`config.mk`:
```
export PLATFORM = sky130hd
export DESIGN_NAME = sram_arbiter
export DESIGN_NICKNAME = d
export VERILOG_FILES = /design/src/rtl/sram_arbiter_pkg.sv /design/src/rtl/sram_arbiter_rr_arb2.sv /design/src/rtl/sram_arbiter.sv
export SDC_FILE = /design/constraint.sdc
export NUM_CORES = 1
export LEC_CHECK = 0
export BUFFER_PORTS_ARGS = -buffer_cell sky130_fd_sc_hd__buf_4
export CAP_MARGIN = 20
export CORE_AREA = 2 2 238 240
export CTS_CLUSTER_DIAMETER = 50
export DETAILED_ROUTE_END_ITERATION = 7
export DIE_AREA = 0 0 240 242
export SLEW_MARGIN = 20
export SYNTH_ARGS = -nofsm -noshare
export SYNTH_HDL_FRONTEND = slang
export SYNTH_HIERARCHICAL = 1
export SYNTH_SLANG_ARGS = --single-unit
```
`constraint.sdc`:
```
create_clock -name clk_i -period 2.15 [get_ports clk_i]
set_clock_uncertainty 0.2 [all_clocks]
set_input_delay 0.1075 -clock clk_i [delete_from_list [all_inputs] [get_ports clk_i]]
set_output_delay 0.1075 -clock clk_i [all_outputs]
set_load 0.005 [all_outputs]
```
`src/rtl/sram_arbiter_pkg.sv`:
```
// Shared types and defaults for the two-port SRAM arbiter.
package sram_arb_pkg;

  typedef logic port_idx_t;

  localparam int unsigned MAX_LOCK_DEFAULT = 16;

  function automatic port_idx_t other_port(input port_idx_t idx);
    return ~idx;
  endfunction

endpackage

```
`src/rtl/sram_arbiter_rr_arb2.sv`:
```
// Two-way round-robin grant with a 1-bit priority pointer.
module rr_arb2
  import sram_arb_pkg::*;
(
  input  logic       clk_i,
  input  logic       rst_i,
  input  logic [1:0] i_req,
  input  logic       i_upd,
  input  logic       i_load,
  input  port_idx_t  i_load_ptr,
  output logic [1:0] o_gnt,
  output port_idx_t  o_winner
);

  port_idx_t r_ptr;

  always_comb begin
    o_gnt    = 2'b00;
    o_winner = r_ptr;
    case (i_req)
      2'b01: begin
        o_gnt    = 2'b01;
        o_winner = 1'b0;
      end
      2'b10: begin
        o_gnt    = 2'b10;
        o_winner = 1'b1;
      end
      2'b11: begin
        o_gnt    = r_ptr ? 2'b10 : 2'b01;
        o_winner = r_ptr;
      end
      default: begin
        o_gnt    = 2'b00;
        o_winner = r_ptr;
      end
    endcase
  end

  // An explicit load (forced lock release) takes precedence over the normal rotate.
  always_ff @(posedge clk_i or posedge rst_i) begin
    if (rst_i) begin
      r_ptr <= 1'b0;
    end else if (i_load) begin
      r_ptr <= i_load_ptr;
    end else if (i_upd && (|o_gnt)) begin
      r_ptr <= other_port(o_winner);
    end
  end

endmodule

```
`src/rtl/sram_arbiter.sv`:
```
// Two-requester SRAM arbiter: round-robin grant, memory-port mux, 1-cycle completion stage.
// Optional exclusive locking is compiled in with SRAM_ARB_LOCK_EN.
module sram_arbiter
  import sram_arb_pkg::*;
#(
  parameter int unsigned AXI_ADDR_WIDTH = 64,
  parameter int unsigned AXI_DATA_WIDTH = 64,
  parameter int unsigned MAX_LOCK       = MAX_LOCK_DEFAULT
) (
  input  logic                        clk_i,
  input  logic                        rst_i,

  input  logic                        m0_req_i,
  input  logic                        m0_we_i,
  input  logic [AXI_ADDR_WIDTH-1:0]   m0_addr_i,
  input  logic [AXI_DATA_WIDTH/8-1:0] m0_be_i,
  input  logic [AXI_DATA_WIDTH-1:0]   m0_wdata_i,
  input  logic                        m0_lock_i,
  output logic                        m0_gnt_o,
  output logic                        m0_rvalid_o,
  output logic [AXI_DATA_WIDTH-1:0]   m0_rdata_o,

  input  logic                        m1_req_i,
  input  logic                        m1_we_i,
  input  logic [AXI_ADDR_WIDTH-1:0]   m1_addr_i,
  input  logic [AXI_DATA_WIDTH/8-1:0] m1_be_i,
  input  logic [AXI_DATA_WIDTH-1:0]   m1_wdata_i,
  input  logic                        m1_lock_i,
  output logic                        m1_gnt_o,
  output logic                        m1_rvalid_o,
  output logic [AXI_DATA_WIDTH-1:0]   m1_rdata_o,

  output logic                        req_o,
  output logic                        we_o,
  output logic [AXI_ADDR_WIDTH-1:0]   addr_o,
  output logic [AXI_DATA_WIDTH/8-1:0] be_o,
  output logic [AXI_DATA_WIDTH-1:0]   data_o,
  input  logic [AXI_DATA_WIDTH-1:0]   data_i
);

  logic [1:0] w_req;
  logic [1:0] w_req_arb;
  logic [1:0] w_gnt;
  port_idx_t  w_winner;
  logic       w_upd;
  logic       w_load;
  port_idx_t  w_load_ptr;

  logic       r_rvalid;
  port_idx_t  r_owner;

  // Requests are gated by reset so no grant can escape while rst_i is high.
  assign w_req = {m1_req_i, m0_req_i} & {2{~rst_i}};

`ifdef SRAM_ARB_LOCK_EN
  localparam logic [7:0] LP_MAX_LOCK = 8'(MAX_LOCK);

  logic       r_lock_active;
  port_idx_t  r_lock_owner;
  logic [7:0] r_lock_cnt;
  logic       w_owner_lock;
  logic       w_hold;
  logic       w_gnt_lock;
  logic       w_locked_gnt;
  logic       w_same_owner;
  logic [7:0] w_cnt_next;
  logic       w_release;

  assign w_owner_lock = r_lock_owner ? m1_lock_i : m0_lock_i;
  assign w_hold       = r_lock_active && w_owner_lock;
  assign w_req_arb[0] = w_req[0] && !(w_hold && (r_lock_owner == 1'b1));
  assign w_req_arb[1] = w_req[1] && !(w_hold && (r_lock_owner == 1'b0));

  assign w_gnt_lock   = w_winner ? m1_lock_i : m0_lock_i;
  assign w_locked_gnt = (|w_gnt) && w_gnt_lock;
  assign w_same_owner = r_lock_active && (r_lock_owner == w_winner);
  assign w_cnt_next   = w_same_owner ? (r_lock_cnt + 8'd1) : 8'd1;
  assign w_release    = w_locked_gnt && (w_cnt_next == LP_MAX_LOCK);

  // Locked grants freeze the pointer; a forced release hands priority to the other side.
  assign w_upd      = !w_locked_gnt;
  assign w_load     = w_release;
  assign w_load_ptr = other_port(w_winner);

  always_ff @(posedge clk_i or posedge rst_i) begin
    if (rst_i) begin
      r_lock_active <= 1'b0;
      r_lock_owner  <= 1'b0;
      r_lock_cnt    <= 8'd0;
    end else if (w_locked_gnt) begin
      if (w_release) begin
        r_lock_active <= 1'b0;
        r_lock_cnt    <= 8'd0;
      end else begin
        r_lock_active <= 1'b1;
        r_lock_owner  <= w_winner;
        r_lock_cnt    <= w_cnt_next;
      end
    end else if (r_lock_active && !w_owner_lock) begin
      r_lock_active <= 1'b0;
      r_lock_cnt    <= 8'd0;
    end
  end
`else
  logic w_unused_lock;
  assign w_unused_lock = m0_lock_i ^ m1_lock_i;
  assign w_req_arb     = w_req;
  assign w_upd         = 1'b1;
  assign w_load        = 1'b0;
  assign w_load_ptr    = 1'b0;
`endif

  rr_arb2 u_rr_arb2 (
    .clk_i      (clk_i),
    .rst_i      (rst_i),
    .i_req      (w_req_arb),
    .i_upd      (w_upd),
    .i_load     (w_load),
    .i_load_ptr (w_load_ptr),
    .o_gnt      (w_gnt),
    .o_winner   (w_winner)
  );

  assign m0_gnt_o = w_gnt[0];
  assign m1_gnt_o = w_gnt[1];

  assign req_o  = |w_gnt;
  assign we_o   = req_o && (w_winner ? m1_we_i : m0_we_i);
  assign addr_o = w_winner ? m1_addr_i  : m0_addr_i;
  assign be_o   = w_winner ? m1_be_i    : m0_be_i;
  assign data_o = w_winner ? m1_wdata_i : m0_wdata_i;

  always_ff @(posedge clk_i or posedge rst_i) begin
    if (rst_i) begin
      r_rvalid <= 1'b0;
      r_owner  <= 1'b0;
    end else begin
      r_rvalid <= |w_gnt;
      r_owner  <= w_winner;
    end
  end

  assign m0_rvalid_o = r_rvalid && (r_owner == 1'b0);
  assign m1_rvalid_o = r_rvalid && (r_owner == 1'b1);
  assign m0_rdata_o  = data_i;
  assign m1_rdata_o  = data_i;

endmodule

```
==> results_dict.tcl, run 1 <==
set metrics [dict create \
    synth-async-reset-ratio 1.00 \
    clock_latency_ns 0.22 \
    yosysMostFrequentCell "mux2_2" \
    setup_viol_count_final 0 \
    coreArea_um2 55700 \
    power_density_nw_per_um2 356 \
    startpoint_type "primary input" \
    multi_input_area_um2 1790 \
    busiest_layer "met2" \
    area_growth_pct 121 \
    io_buffers 419 \
    ys_warn_count 6 \
    initial_core_util 0.0530 \
    drt_iter0_drc 74 \
    avgSynthCellArea_um2 9.51 \
    hold_viol_final 0 \
    cts_buffers 3 \
    dr.pass1.iters 4 \
    min_period_ns 2.15 \
    min_period_over_period 0.999 \
    globalRouteMet1Util 0.0801 \
    place_ws_ns -0.182 \
    ys_seq_elements 3 \
    vdd_drop_max_mv 0.323 \
    synth_xor_area_frac 0 \
    timing.fmax_mhz 465 \
    synth.distinct_cells 20 \
    outcome "finished, final reports clean" \
    muxShareOfSynthArea 0.525 \
    grt_pass1_vias 3531 \
    drc 0 \
    p_leak_nw 2.98 \
    hp-class "primary input to primary output" \
    num-nets-final 968 \
    ys_seq_area_frac 0.0254 \
    antenna_left 0 \
    finalPower_w 0.00232 \
    grt_use_met2 0.135 \
    nFillCells 6390 \
    antenna_found_initial 10 \
    cts-root-buf "clkbuf_16" \
    path_class "primary input to primary output" \
    cts_tree "yes" \
    track_usage 0.0722 \
    crit_arrival_ns 1.84 \
    synthTopCellsByArea "mux2_2, buf_4, clkbuf_8" \
    synthAdderAreaFrac 0.0169 \
    synthCells 311 \
    gp_congestion 0.786 \
    clock_path_buffers 2 \
    fin_ws_ns 0.00162 \
    synth.top_cell.area_share 0.522 \
    wirelength_um 24200 \
    met3_usage 0.0173 \
    critical_path.max_fanout 7 \
    cap_violations 0 \
    die_h_um 242 \
    synth_top_family_by_area "multiplexers" \
    avgRoutedWirePerCell_um 17.6 \
    vias_per_cell 2.59 \
    synth.cell_area_um2 2960 \
    synth_flop_cell "dfrtp_1" \
    globalRoute.totalOverflow 0 \
    placed_area_um2 6040 \
    layout.area.seq_um2 75.1 \
    grt_setup_unrepaired "yes" \
    std_cell_rows 87 \
    vias 3571 \
    drive_above_1_share 0.950 \
    worstPathRequired_ns 1.84 \
    cts_sinks 3 \
    synth_enable_flop_cells 0 \
    dp_hpwl_um 20300 \
    synth-simple-area-share 0.0237 \
    grt_max_degree 25 \
    die_x_um 240 \
    io_pins 614 \
    fin_setup_tns_ns 0 \
    grt_pass1_wl_um 28600 \
    finalInstanceArea_um2 6520 \
    synth_compound_area_frac 0.00804 \
    die-area_um2 58100 \
    cts_max_level 1 \
    synth_top_area_cell "mux2_2" \
    drv_slew 0 \
    end_kind "primary output" \
    whs_ns 0.0150 \
    netlist_top_cells_count "mux2_2, buf_4, clkbuf_8" \
]
==> routing by layer <==
layer	up-vias	wire length (um)
met5	-	0
met4	0	770
met3	49	2490
met2	393	11800
met1	1577	9160
li1	1552	-
==> power by group <==
group / internal, W / switching [W]
Combinational: 0.00128 / 0.000676
Sequential: 0.0000634 / 0.00000501
Clock: 0.000245 / 0.0000519
==> cell usage in the layout (no fill, tap or decap) <==
| master | count |
|---|---|
| diode_2 | 2 |
| mux2i_1 | 1 |
| nor2b_1 | 1 |
| nand3_1 | 1 |
| nand2b_1 | 1 |
| clkbuf_1 | 1 |
| inv_1 | 4 |
| mux2_2 | 130 |
| nor4b_1 | 1 |
| clkbuf_16 | 5 |
| dlygate4sd3_1 | 1 |
| nor2b_4 | 2 |
| ha_4 | 1 |
| buf_12 | 6 |
| inv_2 | 2 |
| and2_1 | 1 |
| mux2_4 | 6 |
| a2111oi_0 | 1 |
| buf_8 | 1 |
| buf_4 | 416 |
| ha_2 | 1 |
| o21ai_0 | 2 |
| buf_6 | 11 |
| mux2_8 | 1 |
| conb_1 | 6 |
| buf_16 | 6 |
| nand3b_1 | 1 |
| nor4bb_1 | 1 |
| nor2_1 | 2 |
| a21oi_1 | 1 |
| ha_1 | 2 |
| dfrtp_1 | 3 |
==> cell type report <==
| type | instances | area share |
|---|---|---|
| Inverter | 6 | 0.00345 |
| Clock buffer | 4 | 0.0121 |
| Tap cell | 756 | 0.145 |
| Antenna cell | 2 | 0.000767 |
| Timing Repair Buffer | 443 | 0.553 |
| Sequential cell | 3 | 0.0115 |
| Multi-Input combinational cell | 163 | 0.274 |
==> registers in the layout (all words and copies together), names as in the netlist <==
name,count
u_rr_arb2/r_ptr,1
r_owner,1
r_rvalid,1
==> cells by family (layout without fill, tap and decap cells) <==
logic type / count (synthesis) / in the layout
mux: 138 / 138
buf+inv: 149 / 453
simple gates: 11 / 11
other cells: 2 / 8
fa+ha+maj: 4 / 4
flops: 3 / 3
compound gates: 4 / 4
==> worst max-delay path, cell delays in order <==
cell and delay [ns]:
buf_8 0.10, nor2b_4 0.11, inv_2 0.06, ha_4 0.27
mux2_8 0.41, buf_12 0.16, buf_12 0.14, mux2_4 0.34
buf_6 0.13
==> final timing paths <==
kind                                                  start                          end  slack (ns)  depth (start not counted)
worst max-delay path                                  rst_i                   data_o[36]       0.002                          9
worst min-delay path                             data_i[27]               m0_rdata_o[27]        0.02                          0
worst max register to register  u_rr_arb2/r_ptr$_DFFE_PP0P_  u_rr_arb2/r_ptr$_DFFE_PP0P_        0.80                          3
worst min register to register  u_rr_arb2/r_ptr$_DFFE_PP0P_  u_rr_arb2/r_ptr$_DFFE_PP0P_        0.52                          2
max in group asynchronous                             rst_i            r_owner$_DFF_PP0_        1.42                          4
min in group asynchronous                             rst_i  u_rr_arb2/r_ptr$_DFFE_PP0P_        0.20                          4
==> repair_timing <==
action	in CTS	in global routing
pin swaps	1	1
hold buffers	1	0
resized for setup	35	11
setup buffers	4	2
gates cloned	5	3
setup endpoints to repair	124	102
hold endpoints to repair	3	0
==> per-stage QoR <==
step	cells	utilization
after floorplan	315	-
after global placement	1358	0.108
after detailed placement	1358	0.108
after CTS	1372	0.116
after global routing	1376	0.117
final	1377	0.117
Note: power is estimated with default switching activity, not from simulation.
==> run 2: changes to the inputs <==
ABC_AREA = 1   (was unset)
CORE_AREA = 2 2 239 241   (was 2 2 238 240)
DIE_AREA = 0 0 241 243   (was 0 0 240 242)
==> run 2 against run 1 <==
Wire length increased by 2.2%. Count of clock-buffer cells in the layout did not move. Global-route usage grew 0.51 points. Register-to-register slack improved by 0.02 ns. Clock power about the same. Synthesized cell count grew 98%. Sequential share of layout area about the same. Largest cell class unchanged.
==> results_dict.tcl, run 2 <==
set metrics [dict create \
    outcome "finished, final reports clean" \
    initial_core_util 0.0556 \
    dr.pass1.iters 4 \
    drc 0 \
    drive_above_1_share 0.517 \
    ys_seq_area_frac 0.0241 \
    slowest_delay_ns 0.20 \
    wirelength_um 24700 \
    synth_top_area_cell "buf_4" \
    startpoint_type "primary input" \
    cts-root-buf "clkbuf_16" \
    path_buf_inv 7 \
    crit_arrival_ns 1.73 \
    coreArea_um2 56000 \
    nFillCells 6632 \
    area_growth_pct 114 \
    antenna_found_initial 18 \
    drt_iter0_drc 86 \
    grt_setup_unrepaired "no" \
    min_period_ns 2.04 \
    clock_latency_ns 0.22 \
    synth.top_cell.area_share 0.314 \
    die_h_um 243 \
    setup_viol_count_final 0 \
    synthTopCellsByArea "buf_4, o21ai_0, inv_1" \
    p_leak_nw 3.65 \
    drv_slew 0 \
    worstPathRequired_ns 1.84 \
    dp_hpwl_um 21900 \
    track_usage 0.0773 \
    synth.distinct_cells 13 \
    ys_seq_elements 3 \
    fin_ws_ns 0.113 \
    vias 4700 \
    globalRoute.totalOverflow 0 \
    ys_warn_count 6 \
    layout.area.seq_um2 75.1 \
    power_density_nw_per_um2 368 \
    timing.fmax_mhz 491 \
    grt_pass1_wl_um 30800 \
    gp_congestion 0.802 \
    layout_common_cells "buf_4, inv_1, nand2_1" \
    critical_path.max_fanout 33 \
    slowest_stage "ha_1" \
    vias_per_cell 2.80 \
    avgRoutedWirePerCell_um 14.7 \
    cts_sinks 3 \
    end_kind "primary output" \
    hp-class "primary input to primary output" \
    cts_buffers 3 \
    cap_violations 0 \
    grt_max_degree 34 \
    die-area_um2 58600 \
    finalInstanceArea_um2 6670 \
    clock_path_buffers 2 \
    synth.cell_area_um2 3110 \
    synth_enable_flop_cells 0 \
    path_class "primary input to primary output" \
    hold_viol_final 0 \
    cts_tree "yes" \
    min_period_over_period 0.948 \
    place_ws_ns -0.0538 \
    synthCells 616 \
    die_x_um 241 \
    multi_input_area_um2 1430 \
    crit_family "buffers and inverters" \
    antenna_left 0 \
    vdd_drop_max_mv 0.169 \
    path_common_cell "buf_4" \
    std_cell_rows 87 \
    io_buffers 419 \
    grt_pass1_vias 4441 \
    netlist_top_cells_count "inv_1, nand2_1, o21ai_0" \
    placed_area_um2 6370 \
    path_cells "buf_4 > nor2_4 > inv_2 > buf_4 > ha_1 > nand2_2 > o21ai_4 > buf_12 > buf_16 > buf_8 > nand2_1 > o21ai_0 > buf_4" \
    num-nets-final 1268 \
    avgSynthCellArea_um2 5.05 \
    mostFrequentLayoutCell "buf_4" \
    synth_flop_cell "dfrtp_1" \
    top_regs "r_owner x1, r_rvalid x1, u_rr_arb2/r_ptr x1" \
    cts_max_level 1 \
    io_pins 614 \
    finalPower_w 0.00245 \
    synth-async-reset-ratio 1.00 \
    yosysMostFrequentCell "inv_1" \
    whs_ns 0.0150 \
]
## run 2: changes by cell type after synthesis, moves of 3 or more
| cell | delta |
|---|---|
| nand2_1 | +148 |
| inv_1 | +145 |
| mux2_2 | -137 |
| o21ai_0 | +135 |
| buf_2 | +27 |
| clkbuf_8 | -10 |
| buf_6 | -5 |
| nor2_1 | +5 |
| nor2b_1 | -3 |
## run 2: layer usage
metal  vias to the layer above  global-route usage  routed length, um
li1                       2291                   -                  -
met2                       435               0.136              11300
met4                        10              0.0325               1140
met5                         -             0.00842                124
met1                      1892              0.0702               7950
met3                        72              0.0479               4240
## run 2: repair_timing
item,CTS,global route
resized for setup,6,90
cloned,2,0
buffers inserted,2,0
hold buffers,1,0
endpoints found under the setup margin,20,128
pin swaps,1,0
hold endpoints to repair,3,0
## run 2: final timing paths
kind                            slack [ns]  cells after the start                           to                   startpoint
worst min-delay path                  0.02                      0               m0_rdata_o[43]                   data_i[43]
max in group asynchronous             1.39                      4            r_owner$_DFF_PP0_                        rst_i
worst max-delay path                  0.11                     13                   data_o[10]                        rst_i
worst min register to register        0.37                      2  u_rr_arb2/r_ptr$_DFFE_PP0P_  u_rr_arb2/r_ptr$_DFFE_PP0P_
min in group asynchronous             0.24                      4  u_rr_arb2/r_ptr$_DFFE_PP0P_                        rst_i
worst max register to register        0.82                      4            r_owner$_DFF_PP0_  u_rr_arb2/r_ptr$_DFFE_PP0P_
## run 2: area by class of cell
type                    instances  area share
multi-input cells             304       0.214
diodes                          3     0.00113
well taps                     756       0.142
clock buffers                   4      0.0118
repair buffers                456       0.534
flip-flops and latches          3      0.0113
inverters                     152      0.0855
## run 2: power by group
| group | internal [W] | switching, W | total [W] |
|---|---|---|---|
| Combinational | 0.00120 | 0.000882 | 0.00209 |
| Sequential | 0.0000648 | 0.00000516 | 0.0000700 |
| Clock | 0.000245 | 0.0000514 | 0.000296 |
## run 2: worst register-to-register path, stage by stage, from the launching register on
cell,delay [ns]
dfrtp_1,0.38
inv_2,0.08
o21ai_4,0.18
buf_4,0.19
buf_16,0.21
## run 2: metrics by stage
stage               cells  utilization  setup TNS (ns)
floorplan             617            -               0
global placement     1666        0.114          -0.155
detailed placement   1666        0.114          -0.147
CTS                  1675        0.117        -0.00498
global route         1676        0.119               0
finish               1678        0.119               0
## run 2: kinds of logic (layout without fill, tap and decap cells)
logic type      Yosys count  after routing  share of synthesized area
fa+ha+maj                 4              4                     0.0161
simple gates            157            157                      0.190
buf+inv                 310            612                      0.542
compound gates          140            140                      0.225
flops                     3              3                     0.0241
other cells               2              6                    0.00241
